`config.mk`:
```
export PLATFORM = sky130hd
export DESIGN_NAME = ps2_mouse_tracker
export DESIGN_NICKNAME = d
export VERILOG_FILES = /design/src/rtl/ps2_mouse_pkg.sv /design/src/rtl/ps2_mouse_init_seq.sv /design/src/rtl/ps2_mouse_tracker.sv
export SDC_FILE = /design/constraint.sdc
export NUM_CORES = 1
export LEC_CHECK = 0
export ABC_AREA = 1
export CAP_MARGIN = 20
export CORE_ASPECT_RATIO = 1.1
export CORE_MARGIN = 5
export CORE_UTILIZATION = 57
export CTS_CLUSTER_DIAMETER = 80
export DETAILED_ROUTE_END_ITERATION = 10
export PLACE_DENSITY = 0.82
export SYNTH_ARGS = -nofsm -noshare
export SYNTH_HDL_FRONTEND = slang
export SYNTH_SLANG_ARGS = --single-unit
```
`constraint.sdc`:
```
create_clock -name clk -period 2.41 [get_ports clk]
set_clock_uncertainty 0.1 [all_clocks]
set_input_delay 0.482 -clock clk [delete_from_list [all_inputs] [get_ports clk]]
set_output_delay 0.482 -clock clk [all_outputs]
set_load 0.01 [all_outputs]
```
`src/rtl/ps2_mouse_pkg.sv`:
```
// Shared types, command codes and the init command list for the PS/2 mouse tracker.
// Build option: define PS2_MOUSE_WHEEL_EN for the scroll-wheel (IntelliMouse) variant.
package ps2_mouse_pkg;

  typedef enum logic {OP_WRITE, OP_EXPECT} opcode_t;

  typedef struct packed {
    opcode_t    op;
    logic [7:0] code;
  } cmd_t;

  typedef struct packed {
    logic y_ovf;
    logic x_ovf;
    logic y_sign;
    logic x_sign;
    logic sync;
    logic middle;
    logic right;
    logic left;
  } flags_t;

  typedef enum logic [1:0] {ST_B0, ST_B1, ST_B2, ST_B3} pkt_state_t;

  localparam logic [7:0] CMD_RESET    = 8'hFF;
  localparam logic [7:0] CMD_ENABLE   = 8'hF4;
  localparam logic [7:0] CMD_SET_RATE = 8'hF3;
  localparam logic [7:0] CMD_GET_ID   = 8'hF2;
  localparam logic [7:0] RSP_ACK      = 8'hFA;
  localparam logic [7:0] RSP_BAT_OK   = 8'hAA;
  localparam logic [7:0] ID_STD       = 8'h00;

`ifdef PS2_MOUSE_WHEEL_EN
  localparam int unsigned INIT_LEN = 21;
  localparam logic [7:0]  ID_WHEEL = 8'h03;
`else
  localparam int unsigned INIT_LEN = 6;
`endif

  function automatic cmd_t wr(input logic [7:0] c);
    return '{op: OP_WRITE, code: c};
  endfunction

  function automatic cmd_t ex(input logic [7:0] c);
    return '{op: OP_EXPECT, code: c};
  endfunction

  function automatic cmd_t init_cmd(input logic [4:0] idx);
    cmd_t c;
    c = ex(RSP_ACK);
    case (idx)
`ifdef PS2_MOUSE_WHEEL_EN
      // Sample-rate knock 200/100/80 unlocks the wheel, then ID should read 03.
      5'd0:  c = wr(CMD_RESET);
      5'd1:  c = ex(RSP_ACK);
      5'd2:  c = ex(RSP_BAT_OK);
      5'd3:  c = ex(ID_STD);
      5'd4:  c = wr(CMD_SET_RATE);
      5'd5:  c = ex(RSP_ACK);
      5'd6:  c = wr(8'hC8);
      5'd7:  c = ex(RSP_ACK);
      5'd8:  c = wr(CMD_SET_RATE);
      5'd9:  c = ex(RSP_ACK);
      5'd10: c = wr(8'h64);
      5'd11: c = ex(RSP_ACK);
      5'd12: c = wr(CMD_SET_RATE);
      5'd13: c = ex(RSP_ACK);
      5'd14: c = wr(8'h50);
      5'd15: c = ex(RSP_ACK);
      5'd16: c = wr(CMD_GET_ID);
      5'd17: c = ex(RSP_ACK);
      5'd18: c = ex(ID_WHEEL);
      5'd19: c = wr(CMD_ENABLE);
      5'd20: c = ex(RSP_ACK);
`else
      5'd0:  c = wr(CMD_RESET);
      5'd1:  c = ex(RSP_ACK);
      5'd2:  c = ex(RSP_BAT_OK);
      5'd3:  c = ex(ID_STD);
      5'd4:  c = wr(CMD_ENABLE);
      5'd5:  c = ex(RSP_ACK);
`endif
      default: c = ex(RSP_ACK);
    endcase
    return c;
  endfunction

endpackage

```
`src/rtl/ps2_mouse_init_seq.sv`:
```
// Mouse init sequencer: walks the command list, restarting from entry 0 on a bad reply or timeout.
// List contents depend on PS2_MOUSE_WHEEL_EN (see ps2_mouse_pkg).
import ps2_mouse_pkg::*;

module ps2_mouse_init_seq #(
  parameter int unsigned TIMEOUT_CYCLES = 2_000_000
) (
  input  logic       clk,
  input  logic       rst,
  input  logic       rx_done_tick,
  input  logic [7:0] rx_dout,
  input  logic       tx_idle,
  input  logic       tx_done_tick,
  output logic       wr_ps2,
  output logic [7:0] din,
  output logic       init_done,
  output logic       sync_err
);

  localparam int unsigned TW = (TIMEOUT_CYCLES > 2) ? $clog2(TIMEOUT_CYCLES) : 1;
  localparam logic [TW-1:0] CNT_LAST = TW'(TIMEOUT_CYCLES - 1);

  logic [4:0]    idx;
  logic          sent;
  logic [TW-1:0] cnt;
  cmd_t          cur;

  assign cur = init_cmd(idx);

  always_ff @(posedge clk) begin
    if (rst) begin
      idx       <= '0;
      sent      <= 1'b0;
      cnt       <= '0;
      wr_ps2    <= 1'b0;
      din       <= '0;
      init_done <= 1'b0;
      sync_err  <= 1'b0;
    end else begin
      wr_ps2   <= 1'b0;
      sync_err <= 1'b0;
      if (!init_done) begin
        // Counter first; entry actions below override it on advance/restart.
        if (rx_done_tick || tx_done_tick) begin
          cnt <= '0;
        end else if (cnt == CNT_LAST) begin
          idx      <= '0;
          sent     <= 1'b0;
          cnt      <= '0;
          sync_err <= 1'b1;
        end else begin
          cnt <= cnt + 1'b1;
        end

        if (cur.op == OP_WRITE) begin
          if (!sent && tx_idle) begin
            wr_ps2 <= 1'b1;
            din    <= cur.code;
            sent   <= 1'b1;
            cnt    <= '0;
          end else if (sent && tx_done_tick) begin
            idx  <= idx + 1'b1;
            sent <= 1'b0;
            cnt  <= '0;
            if (idx == 5'(INIT_LEN - 1)) init_done <= 1'b1;
          end
        end else if (rx_done_tick) begin
          sent <= 1'b0;
          cnt  <= '0;
          if (rx_dout == cur.code) begin
            idx <= idx + 1'b1;
            if (idx == 5'(INIT_LEN - 1)) init_done <= 1'b1;
          end else begin
            idx      <= '0;
            sync_err <= 1'b1;
          end
        end
      end
    end
  end

endmodule

```
`src/rtl/ps2_mouse_tracker.sv`:
```
// PS/2 mouse controller and clamped cursor tracker; PS2_MOUSE_WHEEL_EN selects 4-byte
// wheel packets and a signed wheel accumulator, otherwise 3-byte packets and wheel = 0.
import ps2_mouse_pkg::*;

module ps2_mouse_tracker #(
  parameter int unsigned SCREEN_W       = 640,
  parameter int unsigned SCREEN_H       = 480,
  parameter int unsigned COORD_W        = 10,
  parameter int unsigned INIT_X         = 100,
  parameter int unsigned INIT_Y         = 100,
  parameter int unsigned TIMEOUT_CYCLES = 2_000_000
) (
  input  logic               clk,
  input  logic               rst,
  input  logic               rx_done_tick,
  input  logic [7:0]         rx_dout,
  input  logic               tx_idle,
  input  logic               tx_done_tick,
  output logic               wr_ps2,
  output logic [7:0]         din,
  output logic               init_done,
  output logic [COORD_W-1:0] cursor_x,
  output logic [COORD_W-1:0] cursor_y,
  output logic [2:0]         buttons,
  output logic               pkt_valid,
  output logic               sync_err,
  output logic [7:0]         wheel
);

  localparam int unsigned SW = COORD_W + 2;
  localparam int unsigned TW = (TIMEOUT_CYCLES > 2) ? $clog2(TIMEOUT_CYCLES) : 1;
  localparam logic [TW-1:0] CNT_LAST = TW'(TIMEOUT_CYCLES - 1);
  localparam logic signed [SW-1:0] X_MAX = SW'(SCREEN_W - 1);
  localparam logic signed [SW-1:0] Y_MAX = SW'(SCREEN_H - 1);
`ifdef PS2_MOUSE_WHEEL_EN
  localparam pkt_state_t LAST_ST = ST_B3;
`else
  localparam pkt_state_t LAST_ST = ST_B2;
`endif

  logic init_err;
  logic run_err;

  ps2_mouse_init_seq #(.TIMEOUT_CYCLES(TIMEOUT_CYCLES)) u_init_seq (
    .clk          (clk),
    .rst          (rst),
    .rx_done_tick (rx_done_tick),
    .rx_dout      (rx_dout),
    .tx_idle      (tx_idle),
    .tx_done_tick (tx_done_tick),
    .wr_ps2       (wr_ps2),
    .din          (din),
    .init_done    (init_done),
    .sync_err     (init_err)
  );

  assign sync_err = init_err | run_err;

  pkt_state_t            state;
  flags_t                b0;
  logic [7:0]            b1;
  logic [7:0]            y_byte;
  logic [TW-1:0]         cnt;
  logic                  apply;
  logic signed [SW-1:0]  dx, dy, sum_x, sum_y;
  logic [COORD_W-1:0]    next_x, next_y;

`ifdef PS2_MOUSE_WHEEL_EN
  logic [7:0] b2;
  assign y_byte = b2;
`else
  assign y_byte = rx_dout;
`endif

  function automatic logic [COORD_W-1:0] clamp(input logic signed [SW-1:0] v,
                                               input logic signed [SW-1:0] hi);
    if (v < 0)  return '0;
    if (v > hi) return hi[COORD_W-1:0];
    return v[COORD_W-1:0];
  endfunction

  // b0 is only ever latched with its sync bit set; requiring it keeps a stale header inert.
  assign apply = init_done && rx_done_tick && (state == LAST_ST) && b0.sync;

  always_comb begin
    dx     = {{(SW-9){b0.x_sign}}, b0.x_sign, b1};
    dy     = {{(SW-9){b0.y_sign}}, b0.y_sign, y_byte};
    sum_x  = $signed({2'b00, cursor_x}) + dx;
    sum_y  = $signed({2'b00, cursor_y}) - dy;
    next_x = clamp(sum_x, X_MAX);
    next_y = clamp(sum_y, Y_MAX);
  end

  always_ff @(posedge clk) begin
    if (rst) begin
      state     <= ST_B0;
      b0        <= '0;
      b1        <= '0;
      cnt       <= '0;
      cursor_x  <= COORD_W'(INIT_X);
      cursor_y  <= COORD_W'(INIT_Y);
      buttons   <= '0;
      pkt_valid <= 1'b0;
      run_err   <= 1'b0;
    end else begin
      pkt_valid <= 1'b0;
      run_err   <= 1'b0;
      if (init_done) begin
        if (rx_done_tick) begin
          cnt <= '0;
          case (state)
            ST_B0: begin
              if (rx_dout[3]) begin
                b0    <= flags_t'(rx_dout);
                state <= ST_B1;
              end else begin
                run_err <= 1'b1;
              end
            end
            ST_B1: begin
              b1    <= rx_dout;
              state <= ST_B2;
            end
`ifdef PS2_MOUSE_WHEEL_EN
            ST_B2:   state <= ST_B3;
`endif
            default: state <= ST_B0;
          endcase
        end else if (state != ST_B0) begin
          if (cnt == CNT_LAST) begin
            state   <= ST_B0;
            cnt     <= '0;
            run_err <= 1'b1;
          end else begin
            cnt <= cnt + 1'b1;
          end
        end

        if (apply) begin
          pkt_valid <= 1'b1;
          buttons   <= {b0.middle, b0.right, b0.left};
          if (!b0.x_ovf) cursor_x <= next_x;
          if (!b0.y_ovf) cursor_y <= next_y;
        end
      end
    end
  end

`ifdef PS2_MOUSE_WHEEL_EN
  always_ff @(posedge clk) begin
    if (rst) begin
      b2    <= '0;
      wheel <= '0;
    end else begin
      if (init_done && rx_done_tick && state == ST_B2) b2 <= rx_dout;
      if (apply) wheel <= wheel + {{4{rx_dout[3]}}, rx_dout[3:0]};
    end
  end
`else
  assign wheel = '0;
`endif

endmodule

```
==> results.json, run 1 <==
{
  "r2r-start": "b0[5]",
  "route.met3.wl_um": 661,
  "critPathMaxFanout": 6,
  "setup_violations": 0,
  "clock-sinks": 99,
  "grt_pass1_wl_um": 25300,
  "topRoutingLayerUsed": "met4",
  "m1WireLength_um": 6810,
  "yosysMostFrequentCell": "nand2_1",
  "wire_per_inst_um": 13.1,
  "slew_viol_final": 0,
  "post-place-cells": 1113,
  "dr_wl_met2_um": 6990,
  "startpoint": "b0[5]",
  "grt_max_degree": 29,
  "ys_top_cells_by_area": "dfxtp_1, nand2_1, inv_1, ha_1, nor2_1",
  "final_area_um2": 7400,
  "grtUsageTotal": 0.238,
  "tritoncts": "yes",
  "numCtsBuffers": 9,
  "antenna_cells": 0,
  "place.detailed.hpwl_um": 10900,
  "netlist_area_um2": 6020,
  "p_sw_w": 0.000860,
  "crit_path_max_incr_delay_ns": 0.36,
  "combPwrFrac": 0.106,
  "cp-start-kind": "flop",
  "synth.avg_cell_area_um2": 6.75,
  "htree_levels": 3,
  "ys_warn_count": 0,
  "die_width_um": 108,
  "ir_worst_vdd_mv": 0.581,
  "ys_top_cells_by_count": "nand2_1, inv_1, dfxtp_1",
  "seq_power_share": 0.457,
  "relSlewSlack": 0.643,
  "grt_pass1_vias": 5616,
  "pin_count": 56,
  "hold_viol_final": 0,
  "arrival_ns": 2.37,
  "yosysSeqAreaShare": 0.329,
  "fillCellCount": 869,
  "postLayoutCoreUtil": 0.715,
  "ctsHoldBuffers": 0,
  "drt_wl_total_um": 14800,
  "dpl_cell_area_um2": 6920,
  "drt_iter0_drc": 316,
  "drive_gt1_frac": 0.134,
  "worst_pin_slew_ns": 0.535,
  "crit_top_cell": "nand2_1",
  "synthArstFlopShare": 0,
  "finalNonFillerCells": 1129,
  "leakagePower_nw": 3.14,
  "pre_cts_ws_ns": -0.446,
  "vias": 5938,
  "num_rows": 39,
  "die_h_um": 118,
  "antenna_found_initial": 0,
  "areaGrowthSynthToFinish_pct": 22.9,
  "fin_ws_ns": 0.160,
  "synth_flop_cell": "dfxtp_1",
  "routed_via_density": 5.26,
  "netlist_instances": 891,
  "setup_tns_ns": 0,
  "period_share": 0.934,
  "ys_seq_elements": 99,
  "worstSetupEndpointType": "flop",
  "crit_chain": "inv_1, ha_2, nand2_1, nand2_1, a21oi_1, nand3_1, nand2_2, nand2_1, nand2_1, nand3_4, nand2_4, nand2_1, nand2_1, a21oi_2",
  "fmax_mhz": 444,
  "place_congestion": 0.957,
  "clockBufferDepth": 2,
  "synth_edf_count": 0,
  "hold_start": "b1[2]",
  "maxCapViolCount": 0,
  "final_nets": 1024,
  "status": "complete, no violations",
  "port-buffer-count": 47,
  "ys_types": 51,
  "hp-class": "reg -> reg",
  "crit_type": "reg -> reg",
  "p_int_w": 0.00279,
  "cpMaxStageDelayCell": "ha_2",
  "postRouteAntennaNets": 0,
  "switching_share": 0.236,
  "start_util": 0.582,
  "firstDrtPassIters": 5,
  "power_density_nw_per_um2": 493,
  "post-synth-top-area-cell": "dfxtp_1",
  "synth_top_area_share": 0.329,
  "path_clk_slew_ns": 0.07,
  "p_clk_frac": 0.437,
  "min_period_ns": 2.25,
  "required_ns": 2.53,
  "drcViolationCount": 0,
  "coreArea_um2": 10300,
  "cts-root-buf": "clkbuf_16",
  "clock_latency_ns": 0.34,
  "cts_setup_buffers": 0,
  "dieArea_um2": 12700,
  "grt_overflow": 0
}
==> power groups by stage <==
stage | logic [W] | registers, W | clock network, W
finish | 0.000386 | 0.00167 | 0.00159
global route | 0.000427 | 0.00167 | 0.00169
CTS | 0.000373 | 0.00167 | 0.00162
detailed placement | 0.000365 | 0.00170 | 0
global placement | 0.000363 | 0.00170 | 0
floorplan | 0.000226 | 0.00171 | 0
==> cells by family (layout without fill, tap and decap cells) <==
kind of cell	after synthesis	after routing	share of synthesized area
and+or+nand+nor	436	436	0.329
buffers and inverters	154	242	0.105
AOI/OAI and AO/OA	145	145	0.134
DFF	99	99	0.329
adders and majority gates	30	30	0.0649
xor gates and xnor gates	26	26	0.0378
other	1	8	0.000623
==> state kept, by name, indices dropped and copies added, names as in the netlist, 5 cells and up <==
register and flops:
u_init_seq.din 5, b1 8, b0 8, u_init_seq.cnt 21
cnt 21, cursor_y 10, cursor_x 10, u_init_seq.idx 5
==> stage by stage <==
| stage | power [W] | hold slack, ns |
|---|---|---|
| detailed placement | 0.00207 | 0.341 |
| global route | 0.00379 | 0.365 |
| global placement | 0.00207 | 0.337 |
| CTS | 0.00366 | 0.351 |
| floorplan | 0.00194 | 0.327 |
| finish | 0.00365 | 0.349 |
==> path summary, 6_finish.rpt <==
kind                            slack, ns     endpoint  depth (start not counted)
worst min register to register       0.35        b1[2]                          2
worst min-delay path                 0.35        b1[2]                          2
worst max-delay path                 0.16  cursor_y[4]                         14
worst max register to register       0.16  cursor_y[4]                         14
==> final cells by class <==
type,count,area (um2),area share
clock buffers,11,253,0.0342
multi-input cells,645,3550,0.480
clock inverters,5,82.6,0.0112
inverters,128,480,0.0650
repair buffers,98,866,0.117
well taps,143,179,0.0242
flip-flops and latches,99,1980,0.268
==> repair_timing <==
action	in CTS	in global routing
setup endpoints to repair	10	22
gates cloned	0	0
gates resized for setup	8	37
pin swaps	1	8
==> cell usage in the layout, fill, tap and decap left out, types with 9 or more instances in the layout <==
cell type and count:
buf_4 51, o21ai_0 35, inv_1 117, nor3_1 16, nand2_2 9, nand2_1 204, xor2_1 10, o21ai_1 13
a21oi_1 64, clkdlybuf4s50_1 39, nor2_1 89, dfxtp_1 97, inv_2 10, ha_1 22, nand4_1 21, nand3_1 56
clkbuf_16 9, xnor2_1 16
==> metal layers <==
layer | global-route usage | up-vias
li1 | - | 3060
met1 | 0.317 | 2700
met2 | 0.401 | 147
met3 | 0.0335 | 31
met4 | 0.0671 | 0
met5 | 0 | -
==> worst max-delay path, delay by kind of cell, from the launching register on <==
family                   cells  cell delay (ns)
flip-flops                   1             0.33
AND/OR/NAND/NOR             10             0.90
adder cells (fa/ha/maj)      1             0.36
buffers and inverters        1             0.18
AO/OA/AOI/OAI                2             0.26
No activity file was read; power rests on OpenSTA's default activity.
==> run 2, diff against run 1 <==
--- a/config.mk
+++ b/config.mk
@@ -9,10 +9,10 @@
 export CAP_MARGIN = 20
 export CORE_ASPECT_RATIO = 1.1
 export CORE_MARGIN = 5
-export CORE_UTILIZATION = 57
+export CORE_UTILIZATION = 45
 export CTS_CLUSTER_DIAMETER = 80
 export DETAILED_ROUTE_END_ITERATION = 10
-export PLACE_DENSITY = 0.82
+export PLACE_DENSITY = 0.68
 export SYNTH_ARGS = -nofsm -noshare
 export SYNTH_HDL_FRONTEND = slang
 export SYNTH_SLANG_ARGS = --single-unit
==> results.json, run 2 (synthesis results as in run 1) <==
{
  "areaGrowthSynthToFinish_pct": 24.8,
  "grt.busiest_layer": "met2",
  "die_h_um": 131,
  "numCtsBuffers": 9,
  "place.detailed.hpwl_um": 11700,
  "pin_count": 56,
  "dieArea_um2": 15800,
  "crit_type": "in -> reg",
  "min_period_ns": 2.33,
  "maxCapViolCount": 0,
  "required_ns": 2.60,
  "cpMaxStageDelayCell": "clkdlybuf4s50_1",
  "status": "complete, no violations",
  "multi_input_area_um2": 3600,
  "cts-root-buf": "clkbuf_16",
  "hp-class": "reg -> reg",
  "leakagePower_nw": 3.20,
  "whs_ns": 0.357,
  "setup_violations": 0,
  "drt_wl_total_um": 15400,
  "firstDrtPassIters": 5,
  "top_regs": "cnt (21), u_init_seq.cnt (21)",
  "grt_max_degree": 22,
  "grt_overflow": 0,
  "port-buffer-count": 47,
  "layout_commonest_cell": "nand2_1",
  "finalPower_w": 0.00345,
  "worst_pin_slew_ns": 0.536,
  "crit_top_cell": "nand2_1",
  "antenna_found_initial": 0,
  "clockBufferDepth": 2,
  "path_clk_slew_ns": 0.07,
  "tritoncts": "yes",
  "period_share": 0.968,
  "crit_chain": "clkdlybuf4s50_1, inv_1, ha_4, nand2_1, nor2_4, nand3_2, nand3_2, nand2_2, nand2_1, nand2_1, nand3_4, nand2_4, nand2_1, nand2_1, a21oi_1",
  "wire_per_inst_um": 13.3,
  "hold_viol_final": 0,
  "postRouteAntennaNets": 0,
  "htree_levels": 3,
  "drive_gt1_frac": 0.147,
  "start_util": 0.457,
  "grt_pass1_vias": 5669,
  "grt_pass1_wl_um": 25900,
  "worstSetupEndpointType": "flop",
  "critPathMaxFanout": 6,
  "ctsHoldBuffers": 0,
  "num_rows": 44,
  "arrival_ns": 2.52,
  "fmax_mhz": 429,
  "slew_viol_final": 0,
  "critical-path-top-delay-family": "simple AND/OR/NAND/NOR gates",
  "die_width_um": 120,
  "power_density_nw_per_um2": 459,
  "cp_num_buf_inv": 2,
  "ir_worst_vdd_mv": 0.283,
  "gr-usage-met1": 0.250,
  "routed_via_density": 5.10,
  "seqCellArea_um2": 1980,
  "cp-start-kind": "input pin",
  "final_nets": 1035,
  "relSlewSlack": 0.642,
  "place_congestion": 0.899,
  "clock_latency_ns": 0.35,
  "grtUsageTotal": 0.197,
  "crit_path_max_incr_delay_ns": 0.52,
  "drcViolationCount": 0,
  "clock-sinks": 99,
  "fillCellCount": 1262,
  "met3_usage": 0.0348,
  "antenna_cells": 0,
  "coreArea_um2": 13200,
  "vias": 5900,
  "use_met2": 0.336,
  "most-common-layout-cells": "nand2_1, inv_1, dfxtp_1, nor2_1, a21oi_1",
  "drt_iter0_drc": 316,
  "postLayoutCoreUtil": 0.571
}
run 2: layer usage:
| layer | vias up | share of wire |
|---|---|---|
| met5 | - | 0 |
| met4 | 0 | 0.023 |
| met3 | 26 | 0.044 |
| met2 | 120 | 0.48 |
| met1 | 2669 | 0.45 |
| li1 | 3085 | - |
run 2: cell type report:
type | instances | area share
multi-input cells | 645 | 0.479
flip-flops and latches | 99 | 0.264
repair buffers | 109 | 0.129
inverters | 128 | 0.0640
clock buffers | 13 | 0.0360
well taps | 161 | 0.0268
clock inverters | 2 | 0.00133
run 2: timing repair:
action,CTS,global route
gates resized for setup,8,41
setup buffers,0,2
cloned,0,0
setup endpoints to repair,9,22
pin swaps,1,11
run 2: worst min-delay path: stages, from the launching register on:
cell	delay [ns]
dfxtp_1	0.31
inv_1	0.05
a21oi_1	0.05
run 2: worst paths after layout:
| kind | from | end | slack, ns | cells after the start |
|---|---|---|---|---|
| min | b1[2] | b1[2] | 0.36 | 2 |
| max | rx_dout[7] | cursor_y[8] | 0.08 | 15 |
| max reg2reg | cursor_x[0] | cursor_x[9] | 0.12 | 15 |
| min reg2reg | b1[2] | b1[2] | 0.36 | 2 |
run 2: power by group:
| part | switching (W) | internal (W) |
|---|---|---|
| clock | 0.000600 | 0.000776 |
| sequential | 0.0000140 | 0.00166 |
| combinational | 0.000227 | 0.000178 |
| total | 0.000841 | 0.00261 |
run 2: metrics by stage:
stage          cells  setup WS, ns  setup TNS, ns  instance area, um2
2_1_floorplan    898         0.127              0                6040
4_1_cts         1155        0.0323              0                7370
6_report        1157        0.0778              0                7510
5_1_grt         1157       -0.0299         -0.107                7510
3_5_place_dp    1140        -0.436          -3.63                7030
3_3_place_gp    1140        -0.407          -3.38                7030
